[src/rtl/step_sched_pkg.sv]
// ============================================================================
// step_sched_pkg : shared types for the step pulse scheduler
// Rev 1.0
// ============================================================================
`timescale 1ns/1ps
`default_nettype none

package step_sched_pkg;

  localparam int STEP_W_DEF     = 16;
  localparam int DIV_W_DEF      = 12;
  localparam int MIN_PERIOD_DEF = 2;

  typedef enum logic [1:0] {
    ST_IDLE = 2'd0,
    ST_RUN  = 2'd1,
    ST_DONE = 2'd2
  } state_t;

  typedef struct packed {
    logic                 dir;
    logic [STEP_W_DEF-1:0] steps;
    logic [DIV_W_DEF-1:0]  period;
  } step_cmd_t;

endpackage

`default_nettype wire

[src/rtl/step_sched_timer.sv]
// ============================================================================
// step_sched_timer : period down-counter, one-cycle tick every loaded period
// Rev 1.0
// ============================================================================
`timescale 1ns/1ps
`default_nettype none

module step_sched_timer #(
  parameter int DIV_W = 12
) (
  input  logic             clk,
  input  logic             rst_n,
  input  logic             load,
  input  logic [DIV_W-1:0] period,
  input  logic             en,
  output logic             tick
);

  logic [DIV_W-1:0] r_count;
  logic [DIV_W-1:0] r_reload;

  assign tick = en && (r_count == DIV_W'(1));

  always_ff @(posedge clk) begin
    if (!rst_n) begin
      r_count  <= '0;
      r_reload <= '0;
    end else if (load) begin
      r_count  <= period;
      r_reload <= period;
    end else if (tick) begin
      r_count  <= r_reload;
    end else if (en && (r_count != '0)) begin
      r_count  <= r_count - 1'b1;
    end
  end

endmodule

`default_nettype wire

[src/rtl/step_pulse_sched.sv]
// ============================================================================
// step_pulse_sched : move scheduler emitting plus/minus step pulses at a
// programmed rate. Optional one-entry command buffer: STEP_SCHED_QUEUE_EN.
// Rev 1.0
// ============================================================================
`timescale 1ns/1ps
`default_nettype none

module step_pulse_sched
  import step_sched_pkg::*;
#(
  parameter int STEP_W     = STEP_W_DEF,
  parameter int DIV_W      = DIV_W_DEF,
  parameter int MIN_PERIOD = MIN_PERIOD_DEF
) (
  input  logic              clk,
  input  logic              rst_n,
  input  logic              cmd_valid,
  output logic              cmd_ready,
  input  logic              cmd_dir,
  input  logic [STEP_W-1:0] cmd_steps,
  input  logic [DIV_W-1:0]  cmd_period,
  input  logic              abort,
  output logic              plus,
  output logic              minus,
  output logic              busy,
  output logic              done,
  output logic [STEP_W-1:0] steps_left
);

  state_t            r_state;
  state_t            w_state_nx;
  logic              r_dir;
  logic [STEP_W-1:0] r_steps_left;
  logic              r_plus;
  logic              r_minus;

  logic              w_accept;
  logic              w_start;
  logic              w_start_dir;
  logic [STEP_W-1:0] w_start_steps;
  logic [DIV_W-1:0]  w_start_period;
  logic [DIV_W-1:0]  w_period_eff;
  logic              w_tick;
  logic              w_tmr_en;

`ifdef STEP_SCHED_QUEUE_EN
  typedef struct packed {
    logic              dir;
    logic [STEP_W-1:0] steps;
    logic [DIV_W-1:0]  period;
  } buf_cmd_t;

  logic     r_buf_valid;
  buf_cmd_t r_buf;

  assign cmd_ready = rst_n & ((r_state == ST_IDLE) | ~r_buf_valid);
  assign w_accept  = cmd_valid & cmd_ready;
  // A buffered command takes priority when leaving DONE; an empty buffer lets
  // a command arriving in DONE start directly.
  assign w_start   = ((r_state == ST_IDLE) & w_accept) |
                     ((r_state == ST_DONE) & (r_buf_valid | w_accept));
  assign w_start_dir    = r_buf_valid ? r_buf.dir    : cmd_dir;
  assign w_start_steps  = r_buf_valid ? r_buf.steps  : cmd_steps;
  assign w_start_period = r_buf_valid ? r_buf.period : cmd_period;

  always_ff @(posedge clk) begin
    if (!rst_n) begin
      r_buf_valid <= 1'b0;
      r_buf       <= '0;
    end else if ((r_state == ST_RUN) && abort) begin
      r_buf_valid <= 1'b0;
    end else if ((r_state == ST_DONE) && r_buf_valid) begin
      r_buf_valid <= 1'b0;
    end else if ((r_state == ST_RUN) && w_accept) begin
      r_buf_valid <= 1'b1;
      r_buf       <= '{dir: cmd_dir, steps: cmd_steps, period: cmd_period};
    end
  end
`else
  assign cmd_ready      = rst_n & (r_state == ST_IDLE);
  assign w_accept       = cmd_valid & cmd_ready;
  assign w_start        = w_accept;
  assign w_start_dir    = cmd_dir;
  assign w_start_steps  = cmd_steps;
  assign w_start_period = cmd_period;
`endif

  assign w_period_eff = (w_start_period < DIV_W'(MIN_PERIOD)) ? DIV_W'(MIN_PERIOD)
                                                              : w_start_period;
  assign w_tmr_en     = (r_state == ST_RUN) && (r_steps_left != '0);

  step_sched_timer #(
    .DIV_W (DIV_W)
  ) u_timer (
    .clk    (clk),
    .rst_n  (rst_n),
    .load   (w_start),
    .period (w_period_eff),
    .en     (w_tmr_en),
    .tick   (w_tick)
  );

  always_ff @(posedge clk) begin
    if (!rst_n) r_state <= ST_IDLE;
    else        r_state <= w_state_nx;
  end

  // A zero-step move still passes through RUN for one cycle before DONE.
  always_comb begin
    w_state_nx = r_state;
    case (r_state)
      ST_IDLE: if (w_start) w_state_nx = ST_RUN;
      ST_RUN:  if (abort || (r_steps_left == '0)) w_state_nx = ST_DONE;
      ST_DONE: w_state_nx = w_start ? ST_RUN : ST_IDLE;
      default: w_state_nx = ST_IDLE;
    endcase
  end

  always_ff @(posedge clk) begin
    if (!rst_n) begin
      r_dir        <= 1'b0;
      r_steps_left <= '0;
      r_plus       <= 1'b0;
      r_minus      <= 1'b0;
    end else begin
      r_plus  <= 1'b0;
      r_minus <= 1'b0;
      if (w_start) begin
        r_dir        <= w_start_dir;
        r_steps_left <= w_start_steps;
      end else if (w_tick && !abort) begin
        r_steps_left <= r_steps_left - 1'b1;
        r_plus       <= r_dir;
        r_minus      <= ~r_dir;
      end
    end
  end

  assign plus       = r_plus;
  assign minus      = r_minus;
  assign busy       = (r_state != ST_IDLE);
  assign done       = (r_state == ST_DONE);
  assign steps_left = r_steps_left;

endmodule

`default_nettype wire

[config.mk]
export PLATFORM = sky130hd
export DESIGN_NAME = step_pulse_sched
export DESIGN_NICKNAME = d
export VERILOG_FILES = /design/src/rtl/step_sched_pkg.sv /design/src/rtl/step_sched_timer.sv /design/src/rtl/step_pulse_sched.sv
export SDC_FILE = /design/constraint.sdc
export NUM_CORES = 1
export LEC_CHECK = 0
export CAP_MARGIN = 40
export CELL_PAD_IN_SITES_DETAIL_PLACEMENT = 2
export CELL_PAD_IN_SITES_GLOBAL_PLACEMENT = 2
export CORE_ASPECT_RATIO = 0.5
export CORE_MARGIN = 10
export CORE_UTILIZATION = 31
export DETAILED_ROUTE_END_ITERATION = 16
export PLACE_DENSITY = 0.83
export REMOVE_ABC_BUFFERS = 1
export SYNTH_ARGS = -nofsm -noshare
export SYNTH_HDL_FRONTEND = slang
export SYNTH_SLANG_ARGS = --single-unit
[constraint.sdc]
create_clock -name clk -period 5.78 [get_ports clk]
set_input_delay 0.867 -clock clk [delete_from_list [all_inputs] [get_ports clk]]
set_output_delay 0.867 -clock clk [all_outputs]
set_load 0.02 [all_outputs]
==> results of run 1 <==
==> per-stage QoR <==
step	hold WS (ns)	util	cells	instance area, um^2	worst slack, ns
6_report	0.4272	0.4174	470	3303	2.068
5_1_grt	0.4804	0.4174	470	3303	1.977
4_1_cts	0.4332	0.4174	470	3303	2.059
3_5_place_dp	0.4238	0.3956	462	3131	2.132
3_3_place_gp	0.4086	0.3937	461	3115	2.244
2_1_floorplan	0.4011	-	294	2430	2.853
==> logic make-up (layout without fill, tap and decap cells) <==
family                   count (synthesis)  count (layout)  synth area share
AO/OA/AOI/OAI                          105             105            0.2766
XOR/XNOR                                 9               9           0.03156
adder cells (fa/ha/maj)                  4               4           0.02004
buffers and inverters                   29              76           0.04509
flip-flops                              45              45            0.3607
multiplexers                             1               1          0.004509
AND/OR/NAND/NOR                        118             118            0.2615
==> where the power goes <==
part | internal, mW | switching, mW | total [mW]
clock | 0.216 | 0.130 | 0.346
combinational | 0.144 | 0.191 | 0.335
sequential | 0.342 | 0.0445 | 0.387
total | 0.703 | 0.365 | 1.07
==> area by class of cell <==
type / count / area [um^2] / area share
Clock buffer: 7 / 142.6 / 0.04318
Inverter: 12 / 45.04 / 0.01364
Tap cell: 112 / 140.1 / 0.04242
Multi-Input combinational cell: 237 / 1484 / 0.4492
Sequential cell: 45 / 900.9 / 0.2727
Timing Repair Buffer: 56 / 560.5 / 0.1697
Clock inverter: 1 / 30.03 / 0.009091
==> layer usage <==
layer / routed length (um) / share of wire / vias up / GRT usage
met4: 106 / 0.011 / 0 / 0.04204
met1: 4270 / 0.45 / 1359 / 0.1866
met5: 0 / 0 / - / 0
met3: 404 / 0.042 / 13 / 0.03139
li1: - / - / 1273 / -
met2: 4759 / 0.50 / 57 / 0.2802
==> flip-flops by register name, indices dropped and copies added, names as in the netlist <==
signal and flops:
u_timer.r_count 12, r_state 2, u_timer.r_reload 12, r_dir 1
plus 1, steps_left 16, minus 1
==> synthesized netlist by cell type, types with 2 or more instances <==
master | instances | share of area
and2_1 | 2 | 0.0050
xnor2_1 | 6 | 0.021
o21ai_0 | 32 | 0.064
o31ai_1 | 10 | 0.030
or3_1 | 6 | 0.015
a21boi_0 | 5 | 0.015
a31oi_1 | 19 | 0.048
xor2_1 | 3 | 0.011
ha_1 | 4 | 0.020
nor3_1 | 17 | 0.034
nor2b_1 | 2 | 0.0050
nor3b_1 | 2 | 0.0060
o21a_1 | 4 | 0.012
nand3_1 | 7 | 0.014
o31a_1 | 3 | 0.011
nand3b_1 | 2 | 0.0060
a21o_1 | 3 | 0.0090
a211oi_1 | 3 | 0.0090
o22ai_1 | 3 | 0.0075
nand2_1 | 33 | 0.050
or2_2 | 3 | 0.0075
dfxtp_1 | 45 | 0.36
nor2_1 | 9 | 0.014
and4_1 | 3 | 0.011
o211ai_1 | 2 | 0.0060
buf_2 | 3 | 0.0060
a21oi_1 | 9 | 0.018
o221a_2 | 2 | 0.0090
or4_1 | 6 | 0.018
nor4_1 | 11 | 0.028
nand4_1 | 5 | 0.013
o41ai_1 | 3 | 0.011
inv_1 | 12 | 0.018
clkbuf_1 | 13 | 0.020
==> worst register-to-register path, cell delays in order (launching register included) <==
cell     delay [ns]
dfxtp_1        0.41
nor4_2         0.74
nand4_1        0.55
nor2_1         0.75
a31o_2         0.28
a31oi_1        0.09
==> worst max-delay path by stage <==
stage / from / to / slack, ns / cells after the start
final: rst_n / cmd_ready / 2.07 / 4
after global routing: rst_n / cmd_ready / 1.98 / 4
after CTS: rst_n / cmd_ready / 2.06 / 4
after detailed placement: rst_n / cmd_ready / 2.13 / 4
after global placement: rst_n / u_timer.r_count[10] / 2.24 / 6
after floorplan: rst_n / u_timer.r_reload[1] / 2.85 / 4
==> metrics.md, run 1 <==
| Metric | Value |
|---|---|
| Status | finished, final reports clean |
| Max capacitance violation total | 0 |
| FP Rows | 23 |
| Hold buffer count at cts | 0 |
| Yosys reg bits | 45 |
| # resized after CTS | 0 |
| Mapped Area | 2497 um^2 |
| Setup bufs post-CTS | 0 |
| Initial core utilization | 0.3156 |
| Vias in the first global route | 2,936 |
| Setup TNS | 0 ns |
| FF-to-FF path depth | 5 |
| Hold Startpoint | r_dir |
| EDFF count, synth | 0 |
| Share of cells above drive strength 1 | 0.06983 |
| DR pass1 iterations | 4 |
| Most common cell on crit path | clkdlybuf4s50_1 |
| IO Pins | 54 |
| Hold Crit Class | register to register |
| Routed WL | 9.540 mm |
| WP buf/inv | 3 |
| CP top delay family | buffers and inverters |
| Crit Path Max Fanout | 39 |
| Area delta synth->final | 32.26% |
| Die width | 146.9 um |
| Total Power | 1.068 mW |
| Antenna diodes | 0 |
| Post-synth top flop | dfxtp_1 |
| CP Cell Sequence | clkdlybuf4s50_1 -> buf_4 -> nor3b_1 -> clkdlybuf4s50_1 |
| Total power divided by cell area | 323.4 nW/um^2 |
| RSZ-0062 raised after global routing | false |
| Worst slew pin tran | 0.8678 ns |
| Synth warnings | 0 |
| Nets | 394 |
| # DRC | 0 |
| Initial DRC Count | 195 |
| I/O Buffers | 53 |
| Clock skew | 0.005896 ns |
| Ys async rst share | 0 |
| Gp weighted congestion | 0.8701 |
| Root Buffer | clkbuf_16 |
| Bufs on Longest Clock Path | 2 |
| Req. time, crit path | 4.91 ns |
| Crit path max-delay cell type | clkdlybuf4s50_1 |
| TritonCTS clock tree | built |
| Crit end category | output port |
| R2R Path End | steps_left[7] |
| Setup crit start kind | primary input |
| Initial antenna violation count | 0 |
| Crit path DAT | 2.85 ns |
| Full die area | 12,260 um^2 |
| CTS H-Tree Depth | 2 |
| Inserted Clock Buffers | 5 |
| Leading cell type in the layout, fill and taps excluded | clkdlybuf4s50_1 |
| GR Util All Layers | 0.1566 |
| Routed vias | 2,702 |
| Largest net degree at the start of global routing | 48 |
| Die H | 83.47 um |
| Sequential cell area fraction in the yosys report | 0.3607 |
| Minimum clock period | 3.712 ns |
| Wire per inst | 20.30 um |
| Post-DP HPWL | 6.730 mm |
| Most frequent cells in the layout | clkdlybuf4s50_1 (53), dfxtp_1 (45), nand2_1 (33), o21ai_0 (32), a31oi_1 (19) |
| Distinct cells, synth | 53 |
| Hold depth | 1 |
| Relative slew slack | 0.4204 |
| Syn Inst Count | 311 |
| Core ar. | 7914 um^2 |
| Worst vdd ir | 0.1165 mV |
| Max-slew violation count | 0 |
| Vias per cell | 5.749 |
| Skew-Pair Late Insertion Delay | 0.30 ns |
| Remaining global-route overflow | 0 |
| Post-route ant nets | 0 |
| Tcrit/Tclk final | 0.6422 |
| Clock transition at the registers of the reported paths | 0.06 ns |
| Fillers | 876 |
| Syn_area_per_cell | 8.030 um^2 |
| Clk sinks | 45 |
| Critical R2R Launch | u_timer.r_count[4] |
| Setup-failing EPs final | 0 |
| Final Hold Vio Count | 0 |
| First-pass GRT wire length | 15.91 mm |
| Fmax | 269.4 MHz |
| CP peak stage delay | 0.70 ns |
| CP Class | primary input to output port |
| Hold Crit Endpoint | minus |
| LEAKAGE | 1.178 nW |
| FF-to-FF setup slack | 2.82 ns |
Power figures use the tool's default switching activity.
==> inputs of run 2 (changes only) <==
--- a/config.mk
+++ b/config.mk
@@ -10,9 +10,9 @@
 export CELL_PAD_IN_SITES_GLOBAL_PLACEMENT = 2
 export CORE_ASPECT_RATIO = 0.5
 export CORE_MARGIN = 10
-export CORE_UTILIZATION = 31
+export CORE_UTILIZATION = 26
 export DETAILED_ROUTE_END_ITERATION = 16
-export PLACE_DENSITY = 0.83
+export PLACE_DENSITY = 0.74
 export REMOVE_ABC_BUFFERS = 1
 export SYNTH_ARGS = -nofsm -noshare
 export SYNTH_HDL_FRONTEND = slang
==> constraint.sdc (replaced) <==
create_clock -name clk -period 3 [get_ports clk]
set_input_delay 0.45 -clock clk [delete_from_list [all_inputs] [get_ports clk]]
set_output_delay 0.45 -clock clk [all_outputs]
set_load 0.02 [all_outputs]
==> metrics.md, run 2 (synthesis results as in run 1) <==
| Metric | Value |
|---|---|
| Status | finished, final reports clean (unchanged) |
| Switching share of total power | 0.3343 (was 0.3421) |
| Setup bufs post-CTS | 0 (unchanged) |
| CP top delay family | simple AND/OR/NAND/NOR gates (was buffers and inverters) |
| Final Hold Vio Count | 0 (unchanged) |
| Gp weighted congestion | 0.8334 (was 0.8701) |
| Clock power share | 0.343 (was 0.324) |
| Setup TNS | 0 ns (unchanged) |
| I/O Buffers | 53 (unchanged) |
| Tcrit/Tclk final | 0.8687 |
| CP Class | register to register (was primary input to output port) |
| Skew-Pair Late Insertion Delay | 0.29 ns (was 0.30 ns) |
| WP buf/inv | 1 (was 3) |
| Nets | 398 (was 394) |
| Crit Path Max Fanout | 11 (was 39) |
| Full die area | 14,160 um^2 (was 12,260 um^2) |
| Most frequent cells in the layout | clkdlybuf4s50_1 (53), dfxtp_1 (45), nand2_1 (33), o21ai_0 (32), a31oi_1 (19) (unchanged) |
| Relative slew slack | 0.4562 (was 0.4204) |
| Leading cell type in the layout, fill and taps excluded | clkdlybuf4s50_1 (unchanged) |
| Share of cells above drive strength 1 | 0.08287 (was 0.06983) |
| Vias per cell | 5.388 (was 5.749) |
| # resized after CTS | 0 (unchanged) |
| Clk sinks | 45 (unchanged) |
| Post-route ant nets | 0 (unchanged) |
| Initial DRC Count | 93 (was 195) |
| Antenna diodes | 0 (unchanged) |
| Post-DP HPWL | 7.216 mm (was 6.730 mm) |
| Initial core utilization | 0.2652 (was 0.3156) |
| Largest net degree at the start of global routing | 48 (unchanged) |
| CP peak stage delay | 0.54 ns (was 0.70 ns) |
| Req. time, crit path | 3.19 ns (was 4.91 ns) |
| Setup crit start kind | register (was primary input) |
| Start point of the critical path | steps_left[0] (was rst_n) |
| Hold Crit Class | register to register (unchanged) |
| # DRC | 0 (unchanged) |
| RSZ-0062 raised after global routing | false (unchanged) |
| DR pass1 iterations | 4 (unchanged) |
| First-pass GRT wire length | 15.72 mm (was 15.91 mm) |
| Routed WL | 9.916 mm (was 9.540 mm) |
| Area delta synth->final | 35.52% (was 32.26%) |
| Minimum clock period | 2.606 ns |
| Remaining global-route overflow | 0 (unchanged) |
| Critical R2R Launch | steps_left[0] (was u_timer.r_count[4]) |
| Core ar. | 9415 um^2 (was 7914 um^2) |
| Clock skew | 0.005302 ns (was 0.005896 ns) |
| IO Pins | 54 (unchanged) |
| Int Pwr | 1.427 mW (was 702.8 uW) |
| Sequential power share | 0.348 (was 0.362) |
| Total power divided by cell area | 633.2 nW/um^2 (was 323.4 nW/um^2) |
| Crit path DAT | 2.79 ns (was 2.85 ns) |
| CP Cell Sequence | inv_1 -> ha_1 -> nor4b_1 -> and4_1 -> a211oi_2 -> or2_2 -> o221a_2 (was clkdlybuf4s50_1 -> buf_4 -> nor3b_1 -> clkdlybuf4s50_1) |
| Setup-failing EPs final | 0 (unchanged) |
| Routed vias | 2,678 (was 2,702) |
| Crit end category | register (was output port) |
| Net Switching | 716.3 uW (was 365.4 uW) |
| Max capacitance violation total | 0 (unchanged) |
| Wire per inst | 19.95 um (was 20.30 um) |
| Crit path max-delay cell type | and4_1 (was clkdlybuf4s50_1) |
| Inserted Clock Buffers | 5 (unchanged) |
| Worst vdd ir | 0.1946 mV (was 0.1165 mV) |
| Hold slack | 0.4328 ns (was 0.4272 ns) |
| Hold buffer count at cts | 0 (unchanged) |
| Vias in the first global route | 2,890 (was 2,936) |
| Comb power frac | 0.309 (was 0.314) |
| Die width | 158.6 um (was 146.9 um) |
| Max reg flops | 16 (unchanged) |
| Worst slew pin tran | 0.8095 ns (was 0.8678 ns) |
| Clock transition at the registers of the reported paths | 0.07 ns (was 0.06 ns) |
| Bufs on Longest Clock Path | 2 (unchanged) |
| FP Rows | 25 (was 23) |
| GR Util All Layers | 0.1398 (was 0.1566) |
| TritonCTS clock tree | built (unchanged) |
| CTS H-Tree Depth | 2 (unchanged) |
| Max-slew violation count | 0 (unchanged) |
| Hold Startpoint | r_dir (unchanged) |
| LEAKAGE | 1.208 nW (was 1.178 nW) |
| Root Buffer | clkbuf_16 (unchanged) |
| Die H | 89.30 um (was 83.47 um) |
| Initial antenna violation count | 0 (unchanged) |
| Fmax | 383.7 MHz |
-- run 2: layer usage --
layer,track usage,part of all wire,vias to the layer above
li1,-,-,1284
met1,0.1689,0.46,1349
met2,0.2530,0.50,38
met3,0.02738,0.039,7
met4,0.03091,0.0072,0
met5,0,0,-
-- run 2: power groups by stage --
stage / registers (mW) / clock network, mW / logic [mW]
after floorplan: 0.752 / 0 / 0.388
after global placement: 0.749 / 0 / 0.629
after detailed placement: 0.755 / 0 / 0.660
after CTS: 0.744 / 0.743 / 0.668
after global routing: 0.756 / 0.776 / 0.731
final: 0.745 / 0.735 / 0.663
-- run 2: cell type report --
class	instances	area, um^2
well taps	135	168.9
fillers	1072	6031
flip-flops and latches	45	900.9
clock buffers	5	125.1
repair buffers	60	595.6
inverters	12	45.04
clock inverters	3	65.06
multi-input cells	237	1484
-- run 2: worst reg2reg max path, stage by stage (launching register included) --
cell	delay, ns
dfxtp_1	0.34
inv_1	0.07
ha_1	0.18
nor4b_1	0.43
and4_1	0.54
a211oi_2	0.21
or2_2	0.43
o221a_2	0.29
-- run 2: worst paths after layout --
| check | cells past startpoint | slack (ns) | endpoint |
|---|---|---|---|
| hold / removal | 1 | 0.43 | minus |
| setup reg to reg | 7 | 0.39 | u_timer.r_count[1] |
| setup / recovery | 7 | 0.39 | u_timer.r_count[1] |
| hold reg to reg | 1 | 0.43 | minus |
-- run 2: stage by stage --
step / setup WS (ns) / instance area (um^2) / cells / utilization / power, mW
3_3_place_gp: 0.5762 / 3194 / 489 / 0.3393 / 1.378
2_1_floorplan: 0.4895 / 2430 / 294 / - / 1.140
6_report: 0.3939 / 3385 / 497 / 0.3595 / 2.143
4_1_cts: 0.3996 / 3385 / 497 / 0.3595 / 2.155
3_5_place_dp: 0.4964 / 3194 / 489 / 0.3393 / 1.415
5_1_grt: 0.2532 / 3385 / 497 / 0.3595 / 2.263
==> inputs of run 3 (changes only) <==
--- a/config.mk
+++ b/config.mk
@@ -10,9 +10,12 @@
 export CELL_PAD_IN_SITES_GLOBAL_PLACEMENT = 2
 export CORE_ASPECT_RATIO = 0.5
 export CORE_MARGIN = 10
-export CORE_UTILIZATION = 26
+export CORE_UTILIZATION = 27
+export CTS_BUF_LIST = sky130_fd_sc_hd__clkbuf_8
 export DETAILED_ROUTE_END_ITERATION = 16
-export PLACE_DENSITY = 0.74
+export GPL_TIMING_DRIVEN = 0
+export PLACE_DENSITY = 0.76
+export RECOVER_POWER = 50
 export REMOVE_ABC_BUFFERS = 1
 export SYNTH_ARGS = -nofsm -noshare
 export SYNTH_HDL_FRONTEND = slang
==> metrics.md, run 3 (synthesis results as in run 1) <==
| Metric | Value |
|---|---|
| Crit path DAT | 2.89 ns (was 2.79 ns) |
| Inserted Clock Buffers | 5 (unchanged) |
| Total Power | 1.758 mW (was 2.143 mW) |
| Gp weighted congestion | 0.8420 (was 0.8334) |
| TritonCTS clock tree | built (unchanged) |
| Fmax | 366.9 MHz (was 383.7 MHz) |
| Post-route ant nets | 0 (unchanged) |
| Worst slew pin tran | 0.9140 ns (was 0.8095 ns) |
| Clock skew | 0.006614 ns (was 0.005302 ns) |
| I/O Buffers | 53 (unchanged) |
| Initial DRC Count | 143 (was 93) |
| Most frequent cells in the layout | dfxtp_1 (45), nand2_1 (33), o21ai_0 (32), clkdlybuf4s50_1 (32), dlygate4sd3_1 (20) (was clkdlybuf4s50_1 (53), dfxtp_1 (45), nand2_1 (33), o21ai_0 (32), a31oi_1 (19)) |
| Setup bufs post-CTS | 0 (unchanged) |
| Vias in the first global route | 2,936 (was 2,890) |
| CP Class | register to register (unchanged) |
| Clk sinks | 45 (unchanged) |
| Net Switching | 669.0 uW (was 716.3 uW) |
| Final worst slack | 0.2746 ns (was 0.3939 ns) |
| Routed WL | 9.591 mm (was 9.916 mm) |
| Tcrit/Tclk final | 0.9085 (was 0.8687) |
| Wire per inst | 20.19 um (was 19.95 um) |
| CTS H-Tree Depth | 2 (unchanged) |
| Root Buffer | clkbuf_8 (was clkbuf_16) |
| Sequential power share | 0.423 (was 0.348) |
| Core ar. | 8859 um^2 (was 9415 um^2) |
| Setup TNS | 0 ns (unchanged) |
| Vias per cell | 5.560 (was 5.388) |
| Share of cells above drive strength 1 | 0.07263 (was 0.08287) |
| Switching share of total power | 0.3805 (was 0.3343) |
| Bufs on Longest Clock Path | 2 (unchanged) |
| Fillers | 1,004 (was 1,072) |
| Cell Area, Placed | 3179 um^2 (was 3194 um^2) |
| Start point of the critical path | u_timer.r_count[4] (was steps_left[0]) |
| Remaining global-route overflow | 0 (unchanged) |
| # DRC | 0 (unchanged) |
| Antenna diodes | 0 (unchanged) |
| Total power divided by cell area | 542.7 nW/um^2 (was 633.2 nW/um^2) |
| Leading cell type in the layout, fill and taps excluded | dfxtp_1 (was clkdlybuf4s50_1) |
| Comb power frac | 0.364 (was 0.309) |
| Hold buffer count at cts | 0 (unchanged) |
| Relative slew slack | 0.3895 (was 0.4562) |
| Full die area | 13,730 um^2 (was 14,160 um^2) |
| LEAKAGE | 1.209 nW (was 1.208 nW) |
| Hold Startpoint | r_dir (unchanged) |
| FF+latch area | 900.9 um^2 (unchanged) |
| Hold Crit Class | register to register (unchanged) |
| Initial core utilization | 0.2819 (was 0.2652) |
| Max-slew violation count | 0 (unchanged) |
| Setup-failing EPs final | 0 (unchanged) |
| IO Pins | 54 (unchanged) |
| FF-to-FF setup slack | 0.27 ns (was 0.39 ns) |
| Crit Path Max Fanout | 9 (was 11) |
| FP Rows | 24 (was 25) |
| Crit end category | register (unchanged) |
| Die H | 88.01 um (was 89.30 um) |
| Die width | 156.0 um (was 158.6 um) |
| Area of the multi-input gates | 1491 um^2 (was 1484 um^2) |
| Clock transition at the registers of the reported paths | 0.09 ns (was 0.07 ns) |
| GR Util All Layers | 0.1420 (was 0.1398) |
| Status | finished, final reports clean (unchanged) |
| Max capacitance violation total | 0 (unchanged) |
| Setup crit start kind | register (unchanged) |
| Clock power share | 0.213 (was 0.343) |
| Max reg flops | 16 (unchanged) |
| Initial antenna violation count | 0 (unchanged) |
| Final Hold Vio Count | 0 (unchanged) |
| Largest net degree at the start of global routing | 34 (was 48) |
| Minimum clock period | 2.725 ns (was 2.606 ns) |
| Int Pwr | 1.089 mW (was 1.427 mW) |
| Worst vdd ir | 0.1782 mV (was 0.1946 mV) |
| Skew-Pair Late Insertion Delay | 0.30 ns (was 0.29 ns) |
| RSZ-0062 raised after global routing | false (unchanged) |
| First-pass GRT wire length | 15.88 mm (was 15.72 mm) |
| DR pass1 iterations | 4 (unchanged) |
| Critical R2R Launch | u_timer.r_count[4] (was steps_left[0]) |
| Post-DP HPWL | 7.106 mm (was 7.216 mm) |
| Nets | 394 (was 398) |
| Area delta synth->final | 29.71% (was 35.52%) |
| Req. time, crit path | 3.17 ns (was 3.19 ns) |
| Routed vias | 2,641 (was 2,678) |
| Setup WS pre-CTS | -0.4308 ns (was 0.4964 ns) |
| Final instance area | 3239 um^2 (was 3385 um^2) |
[run 3: metal layers]
metal | GRT usage | vias up | routed length [um]
met5 | 0 | - | 0
met4 | 0.02981 | 0 | 63
met3 | 0.03229 | 5 | 392
met2 | 0.2563 | 34 | 4722
met1 | 0.1706 | 1326 | 4413
li1 | - | 1276 | -
[run 3: area by class of cell]
| class | instances | area share |
|---|---|---|
| Clock inverter | 3 | 0.003476 |
| Sequential cell | 45 | 0.2781 |
| Tap cell | 117 | 0.04519 |
| Clock buffer | 5 | 0.02124 |
| Timing Repair Buffer | 56 | 0.1777 |
| Inverter | 12 | 0.01390 |
| Multi-Input combinational cell | 237 | 0.4604 |
[run 3: power by group through the flow]
stage               registers (mW)  clock network (mW)  logic, mW
global placement             0.747                   0      0.605
finish                       0.744               0.374      0.640
floorplan                    0.752                   0      0.388
global route                 0.756               0.422      0.715
detailed placement           0.754                   0      0.650
CTS                          0.742               0.392      0.655
[run 3: path summary, 6_finish.rpt]
check,endpoint,depth (start not counted)
worst min-delay path,minus,1
worst min register to register,minus,1
worst max-delay path,steps_left[7],5
worst max register to register,steps_left[7],5
[run 3: timing repair]
item	CTS	global route
setup endpoints to repair	9	9
endpoints found under the hold margin	0	0
resized for setup	3	2
[run 3: critical path, stage by stage, from the launching register on]
cell	delay (ns)
dfxtp_1	0.41
nor4_2	0.67
nand4_1	0.55
nor2_2	0.61
a31o_2	0.25
a31oi_1	0.09
[run 3: through the flow]
step	utilization	hold slack, ns	std cells
2_1_floorplan	-	0.4011	294
3_3_place_gp	0.3507	0.4262	464
3_5_place_dp	0.3589	0.4244	467
4_1_cts	0.3682	0.4361	475
5_1_grt	0.3657	0.4663	475
6_report	0.3657	0.4316	475
